--- src/rtl/intr_ctl.sv ---
// intr_ctl: parametrised interrupt controller for one I/O slot.
//
// Each source can be level or rising-edge sensitive, individually masked,
// and globally gated by gie. A CLAIM read returns the id+1 of the
// lowest-index enabled pending source and, in edge mode, clears it.
//
// Ports:
//   clk        system clock, all state updates on the rising edge
//   reset      asynchronous active-low reset
//   src        raw interrupt request lines, active high
//   io_addr    register word index
//   io_write   single-cycle write strobe
//   io_read    single-cycle read strobe (only CLAIM has a side effect)
//   io_wdata   write data
//   io_rdata   read data, combinational from io_addr
//   interrupt  registered interrupt request to the execute unit
//
// Register map (bits >= NSRC read 0, writes ignored):
//   0 PENDING (W1C on edge-mode bits)   1 ENABLE   2 MODE (1 = edge)
//   3 CLAIM (read only)   4 CTRL bit0 = gie   5 RAW (synchronised src)
module intr_ctl #(
    parameter int RV   = 16,
    parameter int NSRC = 8,
    parameter int SYNC = 2
) (
    input  logic            clk,
    input  logic            reset,
    input  logic [NSRC-1:0] src,
    input  logic [3:0]      io_addr,
    input  logic            io_write,
    input  logic            io_read,
    input  logic [RV-1:0]   io_wdata,
    output logic [RV-1:0]   io_rdata,
    output logic            interrupt
);

    logic [NSRC-1:0] s;
    logic [NSRC-1:0] hist_reg;
    logic [NSRC-1:0] pending_reg;
    logic [NSRC-1:0] pending_next;
    logic [NSRC-1:0] enable_reg;
    logic [NSRC-1:0] mode_reg;
    logic            gie_reg;
    logic            interrupt_reg;
    logic [RV-1:0]   claim_val;
    logic            w1c_strobe;
    logic            claim_strobe;
    logic            unused_wdata;

    // Upper write-data bits have no destination when NSRC < RV.
    assign unused_wdata = ^io_wdata;

    // Input synchroniser: s is src delayed by SYNC clocks.
    generate
        if (SYNC == 0) begin : g_nosync
            assign s = src;
        end else begin : g_sync
            logic [NSRC-1:0] sync_reg [SYNC];
            always_ff @(posedge clk or negedge reset) begin
                if (!reset) begin
                    for (int k = 0; k < SYNC; k++) sync_reg[k] <= '0;
                end else begin
                    sync_reg[0] <= src;
                    for (int k = 1; k < SYNC; k++) sync_reg[k] <= sync_reg[k-1];
                end
            end
            assign s = sync_reg[SYNC-1];
        end
    endgenerate

    // Lowest index wins; the scan runs high-to-low so the last hit is the
    // lowest enabled pending source.
    always_comb begin
        claim_val = '0;
        for (int i = NSRC - 1; i >= 0; i--) begin
            if (pending_reg[i] && enable_reg[i]) claim_val = RV'(i + 1);
        end
    end

    assign w1c_strobe   = io_write && (io_addr == 4'd0);
    assign claim_strobe = io_read  && (io_addr == 4'd3);

    // Per-source pending logic. Level sources simply track s; edge sources
    // latch a rising edge, and a set in the same cycle beats any clear.
    // A claim that returns 0 matches no source, so it clears nothing.
    generate
        for (genvar gi = 0; gi < NSRC; gi++) begin : g_src
            logic edge_set;
            logic edge_clr;
            assign edge_set = s[gi] & ~hist_reg[gi];
            assign edge_clr = (w1c_strobe & io_wdata[gi])
                            | (claim_strobe && (claim_val == RV'(gi + 1)));
            assign pending_next[gi] = mode_reg[gi]
                                    ? (edge_set | (pending_reg[gi] & ~edge_clr))
                                    : s[gi];
        end
    endgenerate

    always_ff @(posedge clk or negedge reset) begin
        if (!reset) begin
            hist_reg      <= '0;
            pending_reg   <= '0;
            enable_reg    <= '0;
            mode_reg      <= '0;
            gie_reg       <= 1'b0;
            interrupt_reg <= 1'b0;
        end else begin
            hist_reg      <= s;
            pending_reg   <= pending_next;
            interrupt_reg <= gie_reg & |(pending_reg & enable_reg);
            if (io_write) begin
                case (io_addr)
                    4'd1:    enable_reg <= io_wdata[NSRC-1:0];
                    4'd2:    mode_reg   <= io_wdata[NSRC-1:0];
                    4'd4:    gie_reg    <= io_wdata[0];
                    default: ;
                endcase
            end
        end
    end

    always_comb begin
        io_rdata = '0;
        case (io_addr)
            4'd0:    io_rdata[NSRC-1:0] = pending_reg;
            4'd1:    io_rdata[NSRC-1:0] = enable_reg;
            4'd2:    io_rdata[NSRC-1:0] = mode_reg;
            4'd3:    io_rdata           = claim_val;
            4'd4:    io_rdata[0]        = gie_reg;
            4'd5:    io_rdata[NSRC-1:0] = s;
            default: io_rdata           = '0;
        endcase
    end

    assign interrupt = interrupt_reg;

endmodule
--- config.mk ---
export PLATFORM = sky130hd
export DESIGN_NAME = intr_ctl
export DESIGN_NICKNAME = d
export VERILOG_FILES = /design/src/rtl/intr_ctl.sv
export SDC_FILE = /design/constraint.sdc
export NUM_CORES = 1
export LEC_CHECK = 0
export BUFFER_PORTS_ARGS = -buffer_cell sky130_fd_sc_hd__buf_2
export CORE_MARGIN = 2
export CORE_UTILIZATION = 50
export CTS_CLUSTER_SIZE = 30
export DETAILED_ROUTE_END_ITERATION = 7
export PLACE_DENSITY = 0.85
export SLEW_MARGIN = 40
export SYNTH_ARGS = -nofsm -noshare
export SYNTH_HDL_FRONTEND = slang
export SYNTH_SLANG_ARGS = --single-unit
--- constraint.sdc ---
create_clock -name clk -period 4.7 [get_ports clk]
set_input_delay 0.47 -clock clk [delete_from_list [all_inputs] [get_ports clk]]
set_output_delay 0.47 -clock clk [all_outputs]
set_load 0.01 [all_outputs]
==> reports/qor.csv, run 1 <==
metric;value;unit
status;finished clean;
Layout Nets;253;
commonest non-fill, non-tap cells in the layout;50 x dfrtp_1, 31 x buf_2, 28 x nand2_1;
Hold-fix buffers, CTS;0;
Async S/R FF share, synth;100;%
Placer Congestion;0.853;
Mapped Cells;187;
CTS Sinks;50;
vias in the first global route;1591;
die area;5030;um2
Starting Density;51.7;%
CTS clk-pin slew, worst paths;100;ps
core area;4320;um2
Mapped Area;2240;um2
PortBufs;32;
highest clock rate;397;MHz
r2r endpoint;pending_reg[7];
CP Class;reg -> out;
main flop type after synthesis;dfrtp_1;
Hold Fails Final Rpt;0;
DRC violations left;0;
largest net degree at the start of global routing;51;
VDD IR max;0.225;mV
post-CTS resize count;0;
syn_area_per_cell;12.0;um2
root buffer cell;clkbuf_8;
# H-tree levels;2;
r2r setup slk;2540;ps
Setup WS post-layout;2180;ps
die height;70.9;um
synthesized flop and latch total;50;
Die W;70.9;um
DRT iter0 DRCs;138;
initial antenna violation count;0;
max cap viols;0;
GRT Overall Usage;19.6;%
Seq/Total Area, Yosys;55.9;%
EDFF count, synth;0;
Layout area overhead;13.1;%
worst-case reg-to-reg path depth;4;
first-pass GRT wire length;7530;um
Wirelength per Cell;17.4;um
CTS tree;yes;
post-CTS setup buffer count;0;
Hold Path Class;in -> async;
Antenna Nets Post-Route;0;
RSZ-0062 raised after global routing;no;
crit end category;primary output;
Max Slew Vio Count;0;
standard-cell rows;24;
drt via density;6.00;
Place WS;2480;ps
Antenna Cells;0;
Routed Wire Length;4780;um
most common cell after layout, fill and taps aside;dfrtp_1;
Synth cell types;41;
reg-to-reg startpoint;pending_reg[2];
fin crit share;53.5;%
clock latency on the worst-skew pair;310;ps
number of buffers created by CTS;5;
clock skew;6.78;ps
kind of start point of the critical path;register;
Bufs on Longest Clock Path;2;
Power Dens Cells;427;nW/um2
I/O pin cnt;49;
CP max FO;5;
final setup violation count;0;
Critical Path RT;4230;ps
leakage power;0.00117;uW
grt ovf;0;
router iterations before antenna repair;4;
Worst Tran Pin Value;605;ps
setup TNS;0;ps
worst rel slew slack;59.7;%
Min Clock Period, post-route;2520;ps
layout cell share with drive strength beyond 1;28.8;%
Vias;1643;
Worst EP arrival;2050;ps
HPWL Detailed;3260;um
Ys Warns;0;
-- stage by stage --
stage	total power, uW	hold slack (ps)	instance area, um2	util (%)	std cells
2_1_floorplan	699	174	2260	-	194
3_3_place_gp	758	333	2410	55.8	266
3_5_place_dp	768	335	2410	55.8	266
4_1_cts	1080	191	2530	58.5	274
5_1_grt	1130	215	2530	58.5	274
6_report	1080	169	2530	58.5	274
-- how the worst max path moves through the flow --
stage                              start     endpoint  cells past startpoint
after floorplan               io_addr[2]  io_rdata[0]                      4
after global placement        io_addr[2]  io_rdata[1]                      6
after detailed placement      io_addr[2]  io_rdata[1]                      6
after CTS                 pending_reg[2]  io_rdata[3]                      4
after global routing      pending_reg[2]  io_rdata[3]                      4
final                     pending_reg[2]  io_rdata[3]                      4
-- critical path, stage by stage (launching register included) --
cell and delay (ps):
dfrtp_1 460, a222oi_1 600, nand3_1 200, o31ai_1 300
buf_2 180
-- per-layer routing --
layer	track usage, %	part of all wire (%)
met5	0	0
met3	4.84	8.1
met1	27.4	42
met2	30.0	48
met4	6.92	2.2
-- cells in the mapped netlist (2+ instances only) --
cell | n | share of area, %
a32oi_1 | 2 | 0.78
nand4b_1 | 3 | 1.2
a22oi_1 | 4 | 1.3
dfrtp_1 | 50 | 56
nand2_1 | 28 | 4.7
mux2_2 | 20 | 10
o22ai_1 | 4 | 1.1
a22o_1 | 9 | 3.5
a22o_2 | 2 | 0.89
o21a_1 | 2 | 0.67
mux2i_1 | 8 | 3.6
nand3_1 | 5 | 1.1
buf_4 | 8 | 2.7
nand2b_1 | 2 | 0.56
o21ai_0 | 4 | 0.89
a21oi_1 | 6 | 1.3
clkbuf_1 | 2 | 0.34
nor2_1 | 3 | 0.50
inv_1 | 2 | 0.34
a41oi_1 | 2 | 0.78
-- cell type report --
type,count,area [um2]
clock buffer,5,68.8
clock inverter,3,47.5
fill,373,1790
inverter,2,7.51
multi-input combinational,130,928
sequential,50,1250
tap,52,65.1
timing repair buffer,32,163
-- power breakdown --
part	leakage [uW]	internal (uW)	switching, uW
clock	0.0000591	162	153
sequential	0.000593	491	62.6
combinational	0.000522	104	108
-- cell families after synthesis --
kind of cell | Yosys count | share of synthesized area (%)
AOI/OAI and AO/OA | 42 | 14.0
buffers and inverters | 14 | 3.75
DFF | 50 | 55.9
muxes | 29 | 14.7
other | 1 | 0.168
and+or+nand+nor | 51 | 11.5
Note: power is estimated with default switching activity, not from simulation.
==> inputs of run 2 (changes only) <==
--- a/config.mk
+++ b/config.mk
@@ -7,10 +7,10 @@
 export LEC_CHECK = 0
 export BUFFER_PORTS_ARGS = -buffer_cell sky130_fd_sc_hd__buf_2
 export CORE_MARGIN = 2
-export CORE_UTILIZATION = 50
+export CORE_UTILIZATION = 48
 export CTS_CLUSTER_SIZE = 30
 export DETAILED_ROUTE_END_ITERATION = 7
-export PLACE_DENSITY = 0.85
+export PLACE_DENSITY = 0.86
 export SLEW_MARGIN = 40
 export SYNTH_ARGS = -nofsm -noshare
 export SYNTH_HDL_FRONTEND = slang
==> constraint.sdc (replaced) <==
create_clock -name clk -period 2.1 [get_ports clk]
set_input_delay 0.21 -clock clk [delete_from_list [all_inputs] [get_ports clk]]
set_output_delay 0.21 -clock clk [all_outputs]
set_load 0.01 [all_outputs]
==> reports/qor.csv, run 2 (same netlist as run 1, synthesis figures left out) <==
metric;value;unit;change
CP Class;reg -> out;;unchanged
grt ovf;0;;unchanged
worst rel slew slack;64.7;%;was 59.7%
commonest non-fill, non-tap cells in the layout;50 x dfrtp_1, 32 x buf_2, 28 x nand2_1;;was 50 x dfrtp_1, 31 x buf_2, 28 x nand2_1
status;finished clean;;unchanged
Hold Path Class;in -> reg;;was in -> async
final setup violation count;0;;unchanged
standard-cell rows;24;;unchanged
Worst EP arrival;1830;ps;was 2050 ps
Placer Congestion;0.899;;was 0.853
layout cell share with drive strength beyond 1;30.3;%;was 28.8%
clock skew;3.01;ps;was 6.78 ps
Power Dens Cells;877;nW/um2;was 427 nW/um2
Wirelength per Cell;16.7;um;was 17.4 um
Bufs on Longest Clock Path;2;;unchanged
FF/Latch Area;1250;um2;unchanged
Routed Wire Length;4780;um;about the same
Antenna Cells;0;;unchanged
first-pass GRT wire length;7870;um;was 7530 um
Worst Tran Pin Value;527;ps;was 605 ps
drt via density;5.73;;was 6.00
highest clock rate;490;MHz;
Final Instance Area;2630;um2;was 2530 um2
crit end category;primary output;;unchanged
number of buffers created by CTS;5;;unchanged
most common cell after layout, fill and taps aside;dfrtp_1;;unchanged
Vias;1638;;was 1643
Die W;72.3;um;was 70.9 um
VDD IR max;0.583;mV;was 0.225 mV
vias in the first global route;1628;;was 1591
placed insts;270;;was 266
CTS tree;yes;;unchanged
I/O pin cnt;49;;unchanged
CTS clk-pin slew, worst paths;90;ps;was 100 ps
CP max FO;5;;unchanged
kind of start point of the critical path;register;;unchanged
Antenna Nets Post-Route;0;;unchanged
die height;72.3;um;was 70.9 um
DRC violations left;0;;unchanged
Starting Density;50.7;%;was 51.7%
clock latency on the worst-skew pair;300;ps;was 310 ps
largest net degree at the start of global routing;51;;unchanged
fin cells;286;;was 274
die area;5220;um2;was 5030 um2
# H-tree levels;2;;unchanged
CTS Sinks;50;;unchanged
core area;4410;um2;was 4320 um2
root buffer cell;clkbuf_8;;unchanged
max cap viols;0;;unchanged
fin crit share;97.2;%;
Hold Fails Final Rpt;0;;unchanged
HPWL Detailed;3330;um;was 3260 um
GRT Overall Usage;19.8;%;was 19.6%
placed instance area;2450;um2;was 2410 um2
initial antenna violation count;0;;unchanged
Critical Path RT;1890;ps;was 4230 ps
Layout area overhead;17.7;%;was 13.1%
Filler Cell Count;351;;was 373
router iterations before antenna repair;4;;unchanged
DRT iter0 DRCs;136;;was 138
Layout Nets;265;;was 253
footprint of the multi-input gates;940;um2;was 928 um2
PortBufs;32;;unchanged
leakage power;0.00122;uW;was 0.00117 uW
Max Slew Vio Count;0;;unchanged
Min Clock Period, post-route;2040;ps;
run 2: per-stage QoR:
| stage | total power (uW) | setup slack (ps) | utilization, % | hold WS, ps | TNS, ps |
|---|---|---|---|---|---|
| detailed placement | 1740 | 187 | 55.6 | 215 | 0 |
| global route | 2460 | -16.3 | 59.7 | -0.225 | -26.3 |
| floorplan | 1560 | 285 | - | -85.6 | 0 |
| CTS | 2290 | 16.1 | 57.9 | 1.49 | 0 |
| finish | 2310 | 57.9 | 59.7 | 12.8 | 0 |
| global placement | 1710 | 248 | 55.6 | 214 | 0 |
run 2: worst paths after layout:
kind / slack, ps / cells past startpoint / from / end
setup / recovery: 60 / 4 / enable_reg[2] / io_rdata[3]
hold / removal: 10 / 1 / src[4] / g_sync.sync_reg[12]
setup reg to reg: 80 / 4 / enable_reg[2] / pending_reg[7]
hold reg to reg: 350 / 0 / g_sync.sync_reg[10] / s[2]
max in group asynchronous: 1450 / 3 / reset / pending_reg[6]
min in group asynchronous: 420 / 3 / reset / mode_reg[0]
run 2: area by class of cell:
| cell class | instances | share of cell area, % |
|---|---|---|
| Multi-Input combinational cell | 130 | 35.7 |
| Clock inverter | 3 | 0.808 |
| Clock buffer | 5 | 2.61 |
| Inverter | 2 | 0.285 |
| Sequential cell | 50 | 47.5 |
| Timing Repair Buffer | 44 | 10.6 |
| Tap cell | 52 | 2.47 |
run 2: what timing repair did:
item,in CTS,in global routing
hold buffers,1,6
endpoints found under the hold margin,50,6
resized for setup,0,2
setup buffers,0,1
endpoints found under the setup margin,0,3
run 2: report_power, final:
part           internal (uW)  switching [uW]  leakage [uW]
combinational            267             257      0.000582
sequential              1100             137      0.000593
clock                    234             317     0.0000441
total                   1600             711       0.00122
run 2: worst max-delay path, stage by stage (launching register included):
cell and delay [ps]:
dfrtp_1 440, a222oi_1 460, nand3_1 190, o31ai_2 260
buf_2 180
run 2: routing by layer:
layer	wire length [um]	part of all wire, %	GRT usage, %	vias to the layer above
li1	-	-	-	776
met2	2300	48	30.0	67
met1	2130	45	27.3	791
met5	0	0	0	-
met3	318	6.7	6.53	4
met4	33	0.69	6.08	0
